`config.mk`:
```
export PLATFORM = sky130hd
export DESIGN_NAME = model_matrix_stream_transmitter
export DESIGN_NICKNAME = d
export VERILOG_FILES = /design/src/rtl/model_matrix_stream_transmitter.sv
export SDC_FILE = /design/constraint.sdc
export NUM_CORES = 2
export LEC_CHECK = 0
export CAP_MARGIN = 30
export CELL_PAD_IN_SITES_DETAIL_PLACEMENT = 1
export CELL_PAD_IN_SITES_GLOBAL_PLACEMENT = 1
export CORE_UTILIZATION = 49
export CTS_CLUSTER_SIZE = 12
export DETAILED_ROUTE_END_ITERATION = 7
export PLACE_DENSITY = 0.9
export SLEW_MARGIN = 20
export SYNTH_ARGS = -nofsm -noshare
export SYNTH_HDL_FRONTEND = slang
export SYNTH_SLANG_ARGS = --single-unit
```
`constraint.sdc`:
```
create_clock -name CLK -period 5.4 [get_ports CLK]
set_clock_uncertainty 0.1 [all_clocks]
set_input_delay 1.08 -clock CLK [delete_from_list [all_inputs] [get_ports CLK]]
set_output_delay 1.08 -clock CLK [all_outputs]
set_load 0.1 [all_outputs]
```
`src/rtl/model_matrix_stream_transmitter.sv`:
```
// rtl/model_matrix_stream_transmitter.sv - buffered matrix streamer with row/element handshake
//
// Holds a MAX_I x MAX_J element buffer loaded while idle, then streams a
// SIZE_I x SIZE_J sub-matrix in row-major order, one element per consumer
// REQUEST_J_ENABLE.
//
// Ports:
//   CLK, RST                    clock (rising edge), asynchronous active-low reset
//   WRITE_ENABLE/_I/_J/_DATA    buffer write port, honoured only while idle
//   START, SIZE_I_IN, SIZE_J_IN start a transmission of the given size
//   READY                       one-cycle pulse: transmission done or size rejected
//   REQUEST_I_ENABLE            consumer row strobe, ignored
//   REQUEST_J_ENABLE            consumer request for the next element
//   DATA_OUT_I_ENABLE           pulse with the first element of each row
//   DATA_OUT_J_ENABLE           pulse with every element
//   DATA_OUT                    element value, held until the next element
//   SIZE_I_OUT, SIZE_J_OUT      sizes latched at START
module model_matrix_stream_transmitter #(
  parameter int DATA_SIZE    = 64,
  parameter int CONTROL_SIZE = 64,
  parameter int MAX_I        = 4,
  parameter int MAX_J        = 4
) (
  input  logic                    CLK,
  input  logic                    RST,
  input  logic                    WRITE_ENABLE,
  input  logic [CONTROL_SIZE-1:0] WRITE_I,
  input  logic [CONTROL_SIZE-1:0] WRITE_J,
  input  logic [DATA_SIZE-1:0]    WRITE_DATA,
  input  logic                    START,
  output logic                    READY,
  input  logic [DATA_SIZE-1:0]    SIZE_I_IN,
  input  logic [DATA_SIZE-1:0]    SIZE_J_IN,
  input  logic                    REQUEST_I_ENABLE,
  input  logic                    REQUEST_J_ENABLE,
  output logic                    DATA_OUT_I_ENABLE,
  output logic                    DATA_OUT_J_ENABLE,
  output logic [DATA_SIZE-1:0]    DATA_OUT,
  output logic [DATA_SIZE-1:0]    SIZE_I_OUT,
  output logic [DATA_SIZE-1:0]    SIZE_J_OUT
);

  localparam int IW = (MAX_I > 1) ? $clog2(MAX_I) : 1;
  localparam int JW = (MAX_J > 1) ? $clog2(MAX_J) : 1;

  typedef enum logic [1:0] {
    S_STARTER = 2'd0,
    S_EMIT    = 2'd1,
    S_WAIT    = 2'd2
  } state_t;

  state_t                  state;
  logic [DATA_SIZE-1:0]    buffer [MAX_I][MAX_J];
  logic [CONTROL_SIZE-1:0] idx_i;
  logic [CONTROL_SIZE-1:0] idx_j;

  // Row strobe carries no information the element count does not already give.
  logic unused_request_i;
  assign unused_request_i = REQUEST_I_ENABLE;

  logic          write_in_range;
  logic          size_ok;
  logic          last_i;
  logic          last_j;
  logic [IW-1:0] write_row;
  logic [JW-1:0] write_col;
  logic [IW-1:0] read_row;
  logic [JW-1:0] read_col;

  // Range checks use the full-width indices so out-of-range writes cannot
  // alias onto a valid entry through the truncated address.
  assign write_in_range = (WRITE_I < CONTROL_SIZE'(MAX_I)) && (WRITE_J < CONTROL_SIZE'(MAX_J));
  assign write_row      = WRITE_I[IW-1:0];
  assign write_col      = WRITE_J[JW-1:0];
  assign read_row       = idx_i[IW-1:0];
  assign read_col       = idx_j[JW-1:0];

  assign size_ok = (SIZE_I_IN != '0) && (SIZE_I_IN <= DATA_SIZE'(MAX_I)) &&
                   (SIZE_J_IN != '0) && (SIZE_J_IN <= DATA_SIZE'(MAX_J));

  assign last_i = (idx_i == CONTROL_SIZE'(SIZE_I_OUT - 1'b1));
  assign last_j = (idx_j == CONTROL_SIZE'(SIZE_J_OUT - 1'b1));

  always_ff @(posedge CLK or negedge RST) begin
    if (!RST) begin
      state             <= S_STARTER;
      READY             <= 1'b0;
      DATA_OUT_I_ENABLE <= 1'b0;
      DATA_OUT_J_ENABLE <= 1'b0;
      DATA_OUT          <= '0;
      SIZE_I_OUT        <= '0;
      SIZE_J_OUT        <= '0;
      idx_i             <= '0;
      idx_j             <= '0;
      for (int r = 0; r < MAX_I; r++) begin
        for (int c = 0; c < MAX_J; c++) begin
          buffer[r][c] <= '0;
        end
      end
    end else begin
      // Pulses default low; each state raises only what it owns.
      READY             <= 1'b0;
      DATA_OUT_I_ENABLE <= 1'b0;
      DATA_OUT_J_ENABLE <= 1'b0;

      case (state)
        S_STARTER: begin
          // The buffer is read no earlier than EMIT, so a write landing on
          // the START edge is already visible to the first element.
          if (WRITE_ENABLE && write_in_range) begin
            buffer[write_row][write_col] <= WRITE_DATA;
          end
          if (START) begin
            if (size_ok) begin
              SIZE_I_OUT <= SIZE_I_IN;
              SIZE_J_OUT <= SIZE_J_IN;
              idx_i      <= '0;
              idx_j      <= '0;
              state      <= S_EMIT;
            end else begin
              READY <= 1'b1;
            end
          end
        end

        S_EMIT: begin
          DATA_OUT          <= buffer[read_row][read_col];
          DATA_OUT_J_ENABLE <= 1'b1;
          DATA_OUT_I_ENABLE <= (idx_j == '0);
          state             <= S_WAIT;
        end

        S_WAIT: begin
          if (REQUEST_J_ENABLE) begin
            if (last_i && last_j) begin
              READY <= 1'b1;
              state <= S_STARTER;
            end else if (last_j) begin
              idx_i <= idx_i + 1'b1;
              idx_j <= '0;
              state <= S_EMIT;
            end else begin
              idx_j <= idx_j + 1'b1;
              state <= S_EMIT;
            end
          end
        end

        default: state <= S_STARTER;
      endcase
    end
  end

endmodule

```
==> flow_summary.json <==
{
  "endpoint_kind": "register",
  "hold_viol": 0,
  "synth_ff_type": "dfrtp_1",
  "multi_input_area_um2": 29800,
  "ant_nets": 0,
  "grt_max_degree": 142,
  "finalCriticalPeriod_ps": 4950,
  "p_leak_uw": 0.0352,
  "dieArea_um2": 134000,
  "fin_tns_setup_ps": 0,
  "worst-endpoint-required_ps": 6010,
  "min_period_over_period_pct": 91.7,
  "synth_edf_count": 0,
  "max-clock-path-buffers": 3,
  "cts_tree": "yes",
  "port_buffers": 519,
  "io_pins": 521,
  "first_iter_violations": 3597,
  "grt_pass1_vias": 50815,
  "timing_worst_setup_path_type": "register to register",
  "cp_cell_sequence": "or4_1, nor4_4, and3_1, nand2b_4, or4b_1, a211oi_1, a211oi_1, nor4_4, buf_4, a31oi_4, buf_12, or4_1, a21oi_1",
  "hold_buffers": 0,
  "cts_resized": 0,
  "fillers": 12217,
  "cp_max_fo": 93,
  "root_buffer": "clkbuf_16",
  "worstHoldPathType": "input pin to asynchronous set/reset pin",
  "drive_above_1_share_pct": 34.5,
  "cts_buffers": 146,
  "status": "completed",
  "synthCells": 4748,
  "crit_family": "simple AND/OR/NAND/NOR gates",
  "critPathSlowestCell": "or4_1",
  "max_cap_violations": 0,
  "finalSetupViolations": 0,
  "start_util_pct": 49.4,
  "place_congestion": 0.920,
  "core_area_um2": 131000,
  "tightest_slew_ps": 1120,
  "yosysSeqAreaShare_pct": 52.0,
  "worstSetupStartpointType": "register",
  "grt_pass1_wl_mm": 339,
  "cp_num_buf_inv": 2,
  "cts_setup_buffers": 0,
  "max_stage_delay_ps": 640,
  "synth.net_count": 5079,
  "via_count": 45266,
  "regArea_um2": 33800,
  "cts.sinks": 1349,
  "htreeDepth": 4,
  "drt-pass1-iter-count": 5,
  "syn_to_final_growth_pct": 20.2,
  "via_per_inst": 6.38,
  "fp.dieW_um": 366,
  "fmax_ghz": 0.202,
  "grt_overflow": 0,
  "ys_ff_latch": 1349,
  "drv_slew": 0,
  "antenna_found_initial": 29,
  "netlist_area_um2": 64900,
  "core.rowCount": 133,
  "fin_area_um2": 78000,
  "die_h_um": 366,
  "nets": 5550,
  "synth-warning-count": 0,
  "place_area_um2": 73100,
  "drc_errors": 0,
  "p_per_area_nw_per_um2": 279,
  "arrival_ps": 5560,
  "grtUsageTotal_pct": 33.3,
  "clock_latency_ps": 810,
  "wl_per_cell_um": 31.1,
  "hpwlAfterDp_mm": 135,
  "synth_area_per_cell_um2": 13.7,
  "synth_cell_types": 78,
  "slew_headroom_pct": 25.5,
  "async_reset_ff_share_pct": 100,
  "rsz0062_at_grt": "false",
  "path_clk_slew_ps": 60,
  "routed_wl_mm": 221,
  "peakVddDrop_mv": 0.314
}
==> cell type report <==
cell class | count | share of cell area, %
antenna | 15 | 0.0481
clock buffer | 219 | 5.56
clock inverter | 34 | 0.616
inverter | 24 | 0.122
multi-input combinational | 3029 | 38.2
sequential | 1349 | 43.3
tap | 1755 | 2.82
timing repair buffer | 669 | 9.28
==> synth_stat cells (9+ instances only) <==
library cell,number,area [um2]
dfrtp_1,1349,33800
mux2_2,1089,12300
mux4_2,320,7210
clkbuf_1,292,1100
nand2_1,146,548
nor4_1,145,907
xnor2_1,136,1190
and2_1,128,801
a21oi_1,107,536
nor2_1,97,364
o21ai_0,95,475
nor3_1,91,455
nand4_1,87,544
nand3_1,80,400
or3_1,79,494
or4_1,73,548
xor2_1,62,543
and3_1,44,275
o31ai_1,41,308
buf_1,32,120
inv_1,24,90.1
nand2b_1,17,106
o211ai_1,16,120
nor4b_1,12,105
and4_1,11,96.3
buf_2,11,55.1
mux2i_1,11,110
o41ai_1,10,87.6
nand3b_1,9,67.6
==> sequential cells by signal (all words and copies together), names as in the netlist <==
signal             cells
READY                  1
state                  2
buffer              1024
idx_j                 64
DATA_OUT              64
idx_i                 64
SIZE_I_OUT            64
DATA_OUT_I_ENABLE      1
DATA_OUT_J_ENABLE      1
SIZE_J_OUT            64
==> layer usage <==
layer	track usage (%)	wire length [um]	vias to the layer above	part of all wire, %
met5	0	195	-	0.088
met4	15.4	9280	30	4.2
met3	6.30	13500	519	6.1
met2	56.4	113000	1791	51
met1	41.5	84900	24147	39
li1	-	-	18779	-
==> report_power, final <==
group	internal, uW	total [uW]	switching (uW)
logic	460	1230	773
clock network	5930	10300	4360
registers	10100	10200	69.7
==> worst paths after layout <==
kind | from | endpoint | slack [ps] | cells after the start
worst max-delay path | SIZE_J_OUT[7] | idx_i[58] | 450 | 13
worst min-delay path | RST | SIZE_J_OUT[50] | 150 | 1
worst max register to register | SIZE_J_OUT[7] | idx_i[58] | 450 | 13
worst min register to register | buffer[294] | buffer[294] | 400 | 1
max in group asynchronous | RST | buffer[168] | 3640 | 2
min in group CLK | buffer[294] | buffer[294] | 400 | 1
==> per-stage QoR <==
stage / util (%) / setup slack, ps / power, uW / hold slack, ps / instances
after floorplan: - / 592 / 10800 / 375 / 4748
after global placement: 55.2 / 424 / 11500 / 383 / 6807
after detailed placement: 55.6 / 212 / 11600 / 391 / 6825
after CTS: 59.3 / 489 / 21800 / 167 / 7078
after global routing: 59.3 / 54.9 / 22300 / 187 / 7090
final: 59.3 / 449 / 21700 / 145 / 7094
==> cell families (layout without fill, tap and decap cells) <==
family | count (synthesis) | in the layout | synth area share (%)
and+or+nand+nor | 1072 | 1072 | 9.64
other | 0 | 15 | 0
buffers and inverters | 370 | 946 | 2.23
DFF | 1349 | 1349 | 52.0
xor gates and xnor gates | 198 | 198 | 2.67
AOI/OAI and AO/OA | 334 | 334 | 3.15
muxes | 1420 | 1420 | 30.2
adders and majority gates | 5 | 5 | 0.0964
==> worst reg2reg max path, cell delays in order, from the launching register on <==
cell and delay, ps:
dfrtp_1 480, or4_1 640, nor4_4 480, and3_1 500
nand2b_4 120, or4b_1 480, a211oi_1 270, a211oi_1 130
nor4_4 330, buf_4 220, a31oi_4 110, buf_12 210
or4_1 620, a21oi_1 170
==> layout by cell type (no fill, tap or decap), types with 8 or more instances in the layout <==
cell / Yosys / layout
dfrtp_1: 1349 / 1346
mux2_2: 1089 / 1089
clkdlybuf4s50_1: 0 / 513
mux4_2: 320 / 320
clkbuf_16: 0 / 149
nand2_1: 146 / 146
nor4_1: 145 / 145
xnor2_1: 136 / 136
and2_1: 128 / 128
a21oi_1: 107 / 107
o21ai_0: 95 / 95
buf_4: 5 / 94
nand4_1: 87 / 87
nor3_1: 91 / 87
nor2_1: 97 / 84
nand3_1: 80 / 80
or3_1: 79 / 79
or4_1: 73 / 73
xor2_1: 62 / 62
and3_1: 44 / 44
buf_12: 0 / 42
o31ai_1: 41 / 41
clkbuf_1: 292 / 36
clkbuf_8: 0 / 34
inv_1: 24 / 23
buf_16: 0 / 20
nand2b_1: 17 / 17
o211ai_1: 16 / 16
diode_2: 0 / 15
clkinv_2: 0 / 15
nor2_4: 0 / 13
nor4b_1: 12 / 12
and4_1: 11 / 11
mux2i_1: 11 / 11
o41ai_1: 10 / 10
nand3b_1: 9 / 9
bufinv_16: 0 / 8
No activity file was read; power rests on OpenSTA's default activity.
